===== src/rtl/vga_out_csc_if.sv =====
// vga_out_csc_if: pixel/sync bundle for the VGA output colour-space converter.
//   master drives : mode_sel, hsync, vsync, csync, de, din
//   slave drives  : dout, hsync_o, vsync_o, csync_o, de_o, mode_o
interface vga_out_csc_if #(
    parameter int DW = 8
);
    logic [1:0]      mode_sel;
    logic            hsync;
    logic            vsync;
    logic            csync;
    logic            de;
    logic [3*DW-1:0] din;
    logic [3*DW-1:0] dout;
    logic            hsync_o;
    logic            vsync_o;
    logic            csync_o;
    logic            de_o;
    logic [1:0]      mode_o;

    modport master (
        output mode_sel, hsync, vsync, csync, de, din,
        input  dout, hsync_o, vsync_o, csync_o, de_o, mode_o
    );

    modport slave (
        input  mode_sel, hsync, vsync, csync, de, din,
        output dout, hsync_o, vsync_o, csync_o, de_o, mode_o
    );
endinterface


===== src/rtl/vga_out_csc.sv =====
// vga_out_csc: 3-stage RGB -> YPbPr (BT.601 / BT.709) converter for a VGA output.
//   clk      : rising-edge clock
//   reset_n  : asynchronous active-low reset
//   bus      : slave side of vga_out_csc_if
//              in : mode_sel, hsync, vsync, csync, de, din {R,G,B}
//              out: dout ({R,G,B} or {Pr,Y,Pb}), delayed syncs/de, mode_o
// Stage 1 registers the nine products, stage 2 the three rounded/offset sums,
// stage 3 the shifted, clamped and (optionally) blanked result. Every stage
// carries its own mode tag so in-flight pixels keep the mode they entered with.
module vga_out_csc #(
    parameter int DW       = 8,
    parameter bit BLANK_EN = 1'b1
) (
    input  logic         clk,
    input  logic         reset_n,
    vga_out_csc_if.slave bus
);
    localparam int PW = DW + 10;   // product width
    localparam int SW = DW + 12;   // sum width, headroom for 3 products + offsets
    localparam logic signed [SW-1:0] RND  = SW'(128);
    localparam logic signed [SW-1:0] COFS = SW'((1 << (DW - 1)) * 256);
    localparam logic signed [SW-1:0] MAXV = SW'((1 << DW) - 1);
    localparam logic [DW-1:0]        HALF = DW'(1 << (DW - 1));

    // Rows: 0=Y, 1=Pb, 2=Pr. Columns: 0=R, 1=G, 2=B. Scaled by 256.
    function automatic logic signed [8:0] coef(input logic bt709, input int o, input int c);
        logic signed [8:0] k601 [3][3];
        logic signed [8:0] k709 [3][3];
        k601 = '{'{9'sd77, 9'sd150, 9'sd29},
                 '{-9'sd43, -9'sd85, 9'sd128},
                 '{9'sd128, -9'sd107, -9'sd21}};
        k709 = '{'{9'sd54, 9'sd183, 9'sd19},
                 '{-9'sd29, -9'sd99, 9'sd128},
                 '{9'sd128, -9'sd116, -9'sd12}};
        return bt709 ? k709[o][c] : k601[o][c];
    endfunction

    logic                 r_vs_d;
    logic [1:0]           r_mode;
    logic                 w_vs_rise;
    logic [1:0]           w_req_mode;

    logic signed [DW:0]   w_chan   [3];
    logic signed [PW-1:0] w_prod   [3][3];
    logic signed [PW-1:0] r_s1_prod [3][3];
    logic [3*DW-1:0]      r_s1_pix;
    logic [3:0]           r_s1_sync;      // {hsync, vsync, csync, de}
    logic [1:0]           r_s1_mode;

    logic signed [SW-1:0] w_sum    [3];
    logic signed [SW-1:0] r_s2_sum [3];
    logic [3*DW-1:0]      r_s2_pix;
    logic [3:0]           r_s2_sync;
    logic [1:0]           r_s2_mode;

    logic signed [SW-1:0] w_shift  [3];
    logic [DW-1:0]        w_clip   [3];
    logic                 w_blank;
    logic [3*DW-1:0]      w_dout;
    logic [3*DW-1:0]      r_dout;
    logic [3:0]           r_sync;
    logic [1:0]           r_mode_o;

    // Mode is only taken on the registered-vsync rising edge; 11 folds to RGB.
    assign w_vs_rise  = bus.vsync & ~r_vs_d;
    assign w_req_mode = (bus.mode_sel == 2'b11) ? 2'b00 : bus.mode_sel;

    always_ff @(posedge clk or negedge reset_n) begin
        if (!reset_n) begin
            r_vs_d <= 1'b0;
            r_mode <= 2'b00;
        end else begin
            r_vs_d <= bus.vsync;
            if (w_vs_rise) r_mode <= w_req_mode;
        end
    end

    always_comb begin
        for (int c = 0; c < 3; c++) w_chan[c] = $signed({1'b0, bus.din[(2-c)*DW +: DW]});
        for (int o = 0; o < 3; o++)
            for (int c = 0; c < 3; c++)
                w_prod[o][c] = PW'(coef(r_mode == 2'b10, o, c)) * PW'(w_chan[c]);
    end

    always_comb begin
        for (int o = 0; o < 3; o++)
            w_sum[o] = SW'(r_s1_prod[o][0]) + SW'(r_s1_prod[o][1]) + SW'(r_s1_prod[o][2])
                     + RND + ((o == 0) ? SW'(0) : COFS);
    end

    always_comb begin
        for (int o = 0; o < 3; o++) begin
            w_shift[o] = r_s2_sum[o] >>> 8;
            if (w_shift[o] < 0)         w_clip[o] = '0;
            else if (w_shift[o] > MAXV) w_clip[o] = MAXV[DW-1:0];
            else                        w_clip[o] = w_shift[o][DW-1:0];
        end
        w_blank = BLANK_EN && !r_s2_sync[0];
        if (r_s2_mode == 2'b00)
            w_dout = w_blank ? '0 : r_s2_pix;
        else
            w_dout = w_blank ? {HALF, {DW{1'b0}}, HALF} : {w_clip[2], w_clip[0], w_clip[1]};
    end

    always_ff @(posedge clk or negedge reset_n) begin
        if (!reset_n) begin
            for (int o = 0; o < 3; o++) begin
                for (int c = 0; c < 3; c++) r_s1_prod[o][c] <= '0;
                r_s2_sum[o] <= '0;
            end
            r_s1_pix  <= '0;
            r_s1_sync <= '0;
            r_s1_mode <= '0;
            r_s2_pix  <= '0;
            r_s2_sync <= '0;
            r_s2_mode <= '0;
            r_dout    <= '0;
            r_sync    <= '0;
            r_mode_o  <= '0;
        end else begin
            r_s1_prod <= w_prod;
            r_s1_pix  <= bus.din;
            r_s1_sync <= {bus.hsync, bus.vsync, bus.csync, bus.de};
            r_s1_mode <= r_mode;
            r_s2_sum  <= w_sum;
            r_s2_pix  <= r_s1_pix;
            r_s2_sync <= r_s1_sync;
            r_s2_mode <= r_s1_mode;
            r_dout    <= w_dout;
            r_sync    <= r_s2_sync;
            r_mode_o  <= r_s2_mode;
        end
    end

    assign bus.dout    = r_dout;
    assign bus.hsync_o = r_sync[3];
    assign bus.vsync_o = r_sync[2];
    assign bus.csync_o = r_sync[1];
    assign bus.de_o    = r_sync[0];
    assign bus.mode_o  = r_mode_o;
endmodule


===== src/flat_wrapper.sv =====
// flat-port wrapper written by rule: the top's interface ports become plain ports
module vga_out_csc_flat 
#(
    parameter int DW       = 8,
    parameter bit BLANK_EN = 1'b1
)
  (clk, reset_n, bus_mode_sel, bus_hsync, bus_vsync, bus_csync, bus_de, bus_din, bus_dout, bus_hsync_o, bus_vsync_o, bus_csync_o, bus_de_o, bus_mode_o);
  vga_out_csc_if #(.DW(DW)) bus_i ();
  input  logic clk;
  input  logic reset_n;
  input wire logic [$bits(bus_i.mode_sel)-1:0] bus_mode_sel;
  input wire logic [$bits(bus_i.hsync)-1:0] bus_hsync;
  input wire logic [$bits(bus_i.vsync)-1:0] bus_vsync;
  input wire logic [$bits(bus_i.csync)-1:0] bus_csync;
  input wire logic [$bits(bus_i.de)-1:0] bus_de;
  input wire logic [$bits(bus_i.din)-1:0] bus_din;
  output wire logic [$bits(bus_i.dout)-1:0] bus_dout;
  output wire logic [$bits(bus_i.hsync_o)-1:0] bus_hsync_o;
  output wire logic [$bits(bus_i.vsync_o)-1:0] bus_vsync_o;
  output wire logic [$bits(bus_i.csync_o)-1:0] bus_csync_o;
  output wire logic [$bits(bus_i.de_o)-1:0] bus_de_o;
  output wire logic [$bits(bus_i.mode_o)-1:0] bus_mode_o;
  assign bus_i.mode_sel = bus_mode_sel;
  assign bus_i.hsync = bus_hsync;
  assign bus_i.vsync = bus_vsync;
  assign bus_i.csync = bus_csync;
  assign bus_i.de = bus_de;
  assign bus_i.din = bus_din;
  assign bus_dout = bus_i.dout;
  assign bus_hsync_o = bus_i.hsync_o;
  assign bus_vsync_o = bus_i.vsync_o;
  assign bus_csync_o = bus_i.csync_o;
  assign bus_de_o = bus_i.de_o;
  assign bus_mode_o = bus_i.mode_o;
  vga_out_csc #(.DW(DW), .BLANK_EN(BLANK_EN)) u_core (.clk(clk), .reset_n(reset_n), .bus(bus_i));
endmodule

===== config.mk =====
export PLATFORM = sky130hd
export DESIGN_NAME = vga_out_csc_flat
export DESIGN_NICKNAME = d
export VERILOG_FILES = /design/src/rtl/vga_out_csc_if.sv /design/src/rtl/vga_out_csc.sv /design/src/flat_wrapper.sv
export SDC_FILE = /design/constraint.sdc
export NUM_CORES = 1
export LEC_CHECK = 0
export ABC_AREA = 1
export CAP_MARGIN = 25
export CORE_AREA = 4 4 186 188
export CTS_BUF_LIST = sky130_fd_sc_hd__clkbuf_16
export CTS_CLUSTER_DIAMETER = 100
export DETAILED_ROUTE_END_ITERATION = 8
export DIE_AREA = 0 0 190 192
export GPL_ROUTABILITY_DRIVEN = 0
export GPL_TIMING_DRIVEN = 0
export PLACE_DENSITY = 0.91
export SLEW_MARGIN = 40
export SYNTH_ARGS = -nofsm -noshare
export SYNTH_HDL_FRONTEND = slang
export SYNTH_SLANG_ARGS = --single-unit

===== constraint.sdc =====
create_clock -name clk -period 5.1 [get_ports clk]
set_clock_uncertainty 0.2 [all_clocks]
set_input_delay 1.02 -clock clk [delete_from_list [all_inputs] [get_ports clk]]
set_output_delay 1.02 -clock clk [all_outputs]
set_load 0.02 [all_outputs]

After elaboration in Yosys (flattened, before gate mapping) --
Cells that the tools add are included.
Storage, ports and cells: logic and storage cells 69, register bits 295
Operators by class: bitwise logic cells 2, muxes and demuxes 17, reductions and logical operators 1, multipliers 7, $add $sub $neg 11, equality and inequality tests 2, $lt $le $gt $ge 6
Operators by type and width (count):
- $mul A9 B9 Y18 | 7
- $mux W24 | 3
- $add A20 B9 Y20 const B | 3
- $mux W8 | 6
- $add A19 B18 Y20 | 2
- $add A20 B17 Y20 const B | 2
- $add A18 B18 Y19 | 2
- $gt A12 B9 Y1 const B | 3
- $lt A12 B1 Y1 const B | 3
- $add A20 B16 Y20 | 1
- $add A16 B18 Y19 | 1
- $mux W6 | 3
- $mux W5 | 2
- $mux W7 | 1
- $eq A2 B2 Y1 const B | 2
- $mux W4 | 1
- $logic_not A2 Y1 | 1
- $mux W2 | 1
- $and A1 B1 Y1 | 1
- $not A1 Y1 | 1

Logic depth before layout (Yosys ltp) --
depth after elaboration 5, gate-level depth with buffers 24, depth with buffers taken out 24

Worst setup path before layout --
Ideal clock, no wire load.
path type input to register, start input bus_din[10], end register u_core.r_s1_prod[87] (netlist bit), path slack 0.175 ns, arrival time 4.598 ns, stages on the path 22, required time 4.773 ns, buffers on the path 0, cell sequence inv_1 nor2_1 nand2_1 nand2_1 inv_1 ha_1 inv_1 nand2_1 fa_1 inv_1 fa_1 fa_1 inv_1 ha_1 a21oi_1 nand2_1 nand2_1 nand3_1 a21boi_1 o21ai_0 nand2_1 nand2_1
RTL lines:
- start: declaration | line flat_wrapper.sv:16 | input wire logic [$bits(bus_i.din)-1:0] bus_din;
- end signal: assignment | line vga_out_csc.sv:121 | r_s1_prod <= w_prod;
- end: declaration | line vga_out_csc.sv:45 | logic signed [PW-1:0] r_s1_prod [3][3];

==> metrics.md <==
| Metric | Value |
|---|---|
| Status | finished, violations left |
| Failing checks | setup timing |
| # setup viols final | 2 |
| Rel. slew slack | 50.2% |
| GRT Overall Usage | 30.7% |
| HPWL Detailed | 41,100 um |
| Yosys cell types | 47 |
| Setup CP Type | reg2reg |
| Syn_area_per_cell | 9.19 um2 |
| DRT Pass-1 Iters | 7 |
| Pin count of the biggest net entering global routing | 77 |
| Clock sink count | 244 |
| Number of flops mapped to enable cells by yosys | 0 |
| Post-route setup slack | -0.0843 ns |
| Worst-Skew Late Latency | 0.55 ns |
| Max-Cap Viols | 0 |
| Share of layout cells above drive strength 1 | 5.96% |
| Most frequent cell after synthesis | inv_1 |
| Worst path arrival time | 5.40 ns |
| Req. time, crit path | 5.31 ns |
| Crit. End Element | flop |
| Cts bufs inserted | 26 |
| Synth area leader | dfrtp_1 |
| Slowest-stage cell, CP | fa_1 |
| Gate Count Post-Synth | 2,281 |
| DRC viols | 0 |
| Die Width | 190 um |
| Flops & latches, synth | 244 |
| Worst Path Max Fanout | 10 |
| F_max | 193 MHz |
| Final wirelength | 57,900 um |
| First DRT Iteration DRCs | 1,740 |
| Core footprint | 33,100 um2 |
| Final hold violations | 0 |
| DR vias | 17.3k |
| Clk root buf | clkbuf_16 |
| Worst path bufs/invs | 7 |
| Post-Syn Area | 21,000 um2 |
| Register area share after synthesis | 29.1% |
| H-tree Lvls | 1 |
| Nets | 2,991 |
| Min-Delay Path Class | reg2reg |
| Port buffer count | 61 |
| # IOs | 62 |
| Die ar. | 36,500 um2 |
| Layout fillers | 2,053 |
| Synth top area cells | dfrtp_1 29%, ha_1 23%, fa_1 15% |
| Worst-Margin Slew | 0.747 ns |
| Clock Path Buffers | 3 |
| Worst path cell trace | nor2_4, inv_4, buf_6, nor2_4, inv_1, fa_1, inv_1, fa_1, fa_1, inv_1, fa_1, inv_1, ha_2, nand2_2, inv_1, nand2_1, nand3_1, a21boi_2, o21ai_0, nand2_1, nand2_1 |
| Ys Warns | 0 |
| Initial Utilization | 63.3% |
| Clk slew on worst S/H paths | 0.06 ns |
| Crit path top cell by count | inv_1 |
| RSZ-0062 raised after global routing | true |
| Hold Slack | 0.147 ns |
| Async set-or-reset flop fraction in the synthesized netlist | 100% |
| CP startpoint kind | flop |
| Vias in the first global route | 18.2k |
| Row cnt | 67 |
| CTS Hold Bufs | 0 |
| Number of diodes | 0 |
| Aggregate global routing overflow | 0 |
| Share of the synthesized area in the top cell type | 29.1% |
| Top FF cell, synth | dfrtp_1 |
| Routed Antenna Nets | 0 |
| Synthesis-to-finish area growth | 11.9% |
| Global-route wire length before repair | 89,600 um |
| Top cells by count, synth | 473 x inv_1, 387 x ha_1, 324 x nand2_1 |
| Largest delay contributor family on the critical path | adder cells |
| Final Max Slew Viols | 0 |
| CTS tree | done |
| Antenna violations before repair | 2 |
| Peak per-stage delay on the critical path | 0.59 ns |
| WL/cell | 20.1 um |
| Chip Height | 192 um |
| Minimum clock period | 5.18 ns |
| Final Cycle Share | 102% |
| Vias per cell | 5.99 |
-- metal layers --
| metal | up-vias | wire length (um) | global-route usage, % |
|---|---|---|---|
| met5 | - | 0 | 0 |
| met4 | 0 | 4830 | 17.3 |
| met3 | 397 | 5560 | 6.03 |
| met2 | 1133 | 27500 | 53.4 |
| met1 | 8212 | 20000 | 35.5 |
| li1 | 7512 | - | - |
-- layout by cell type, fill, tap and decap left out, drive strengths merged, types with 5 or more instances in the layout --
cell type,n
inv,472
ha,387
nand2,329
dfrtp,244
fa,158
a21oi,153
nor2,149
o21ai,85
nand3,72
xor2,69
clkbuf,61
clkdlybuf4s50,38
buf,32
xnor2,26
conb,23
nor3,15
a21o,14
nand4,12
clkinv,12
a31oi,11
o21bai,9
clkinvlp,8
nor4,6
dlymetal6s2s,6
o31ai,5
-- logic make-up (layout without fill, tap and decap cells) --
group | Yosys count | count (layout) | share of synthesized area, %
AOI/OAI and AO/OA | 300 | 300 | 7.96
buffers and inverters | 504 | 635 | 9.04
other | 2 | 23 | 0.0358
and+or+nand+nor | 591 | 591 | 11.7
DFF | 244 | 244 | 29.1
xor gates and xnor gates | 95 | 95 | 3.97
adders and majority gates | 545 | 545 | 38.2
-- stage by stage --
stage                     instances  area (um2)  TNS [ns]  setup slack [ns]  utilization [%]
after CTS                      2867       23200         0           0.00479             70.2
after global placement         2811       22200  -1692.18             -6.80             67.1
final                          2881       23500    -0.149           -0.0843             70.8
after global routing           2881       23500    -0.666            -0.131             70.8
after detailed placement       2814       22300    -47.24             -1.39             67.4
after floorplan                2302       21000         0             0.175                -
-- registers in the layout (all words and copies together) (netlist names) --
signal	cells
u_core.r_s1_pix	20
u_core.r_s2_mode	2
u_core.bus.mode_o	2
u_core.r_s1_prod	121
u_core.r_s2_sync	4
u_core.r_s1_mode	2
u_core.r_s1_sync	4
u_core.r_s2_sum	35
u_core.r_s2_pix	24
u_core.r_mode	2
u_core.bus.dout	24
u_core.r_sync	4
-- final timing paths --
kind | slack [ns] | from | depth (start not counted) | end
max in group asynchronous | 3.51 | reset_n | 3 | u_core.r_s1_prod[106]
worst max register to register | -0.08 | u_core.r_mode[0] | 21 | u_core.r_s1_prod[87]
worst min register to register | 0.15 | u_core.r_s1_pix[15] | 0 | u_core.r_s2_pix[15]
min in group asynchronous | 0.16 | reset_n | 1 | u_core.r_s1_sync[1]
worst min-delay path | 0.15 | u_core.r_s1_pix[15] | 0 | u_core.r_s2_pix[15]
worst max-delay path | -0.08 | u_core.r_mode[0] | 21 | u_core.r_s1_prod[87]
-- final cells by class --
class,count,area (um2),share of cell area (%)
clock inverters,20,170,0.725
plain buffers,28,128,0.544
repair buffers,85,815,3.47
clock buffers,27,676,2.88
inverters,475,1810,7.72
multi-input cells,1554,13200,56.2
well taps,448,561,2.39
flip-flops and latches,244,6110,26.0
-- what timing repair did --
item	in CTS	in global routing
endpoints found under the setup margin	53	34
endpoints found under the hold margin	0	0
cloned	0	0
pin swaps	2	4
resized for setup	56	71
buffers inserted	6	15
Power is not shown: default switching activity piles up to over one toggle a cycle in this logic, so the estimate is an artifact.
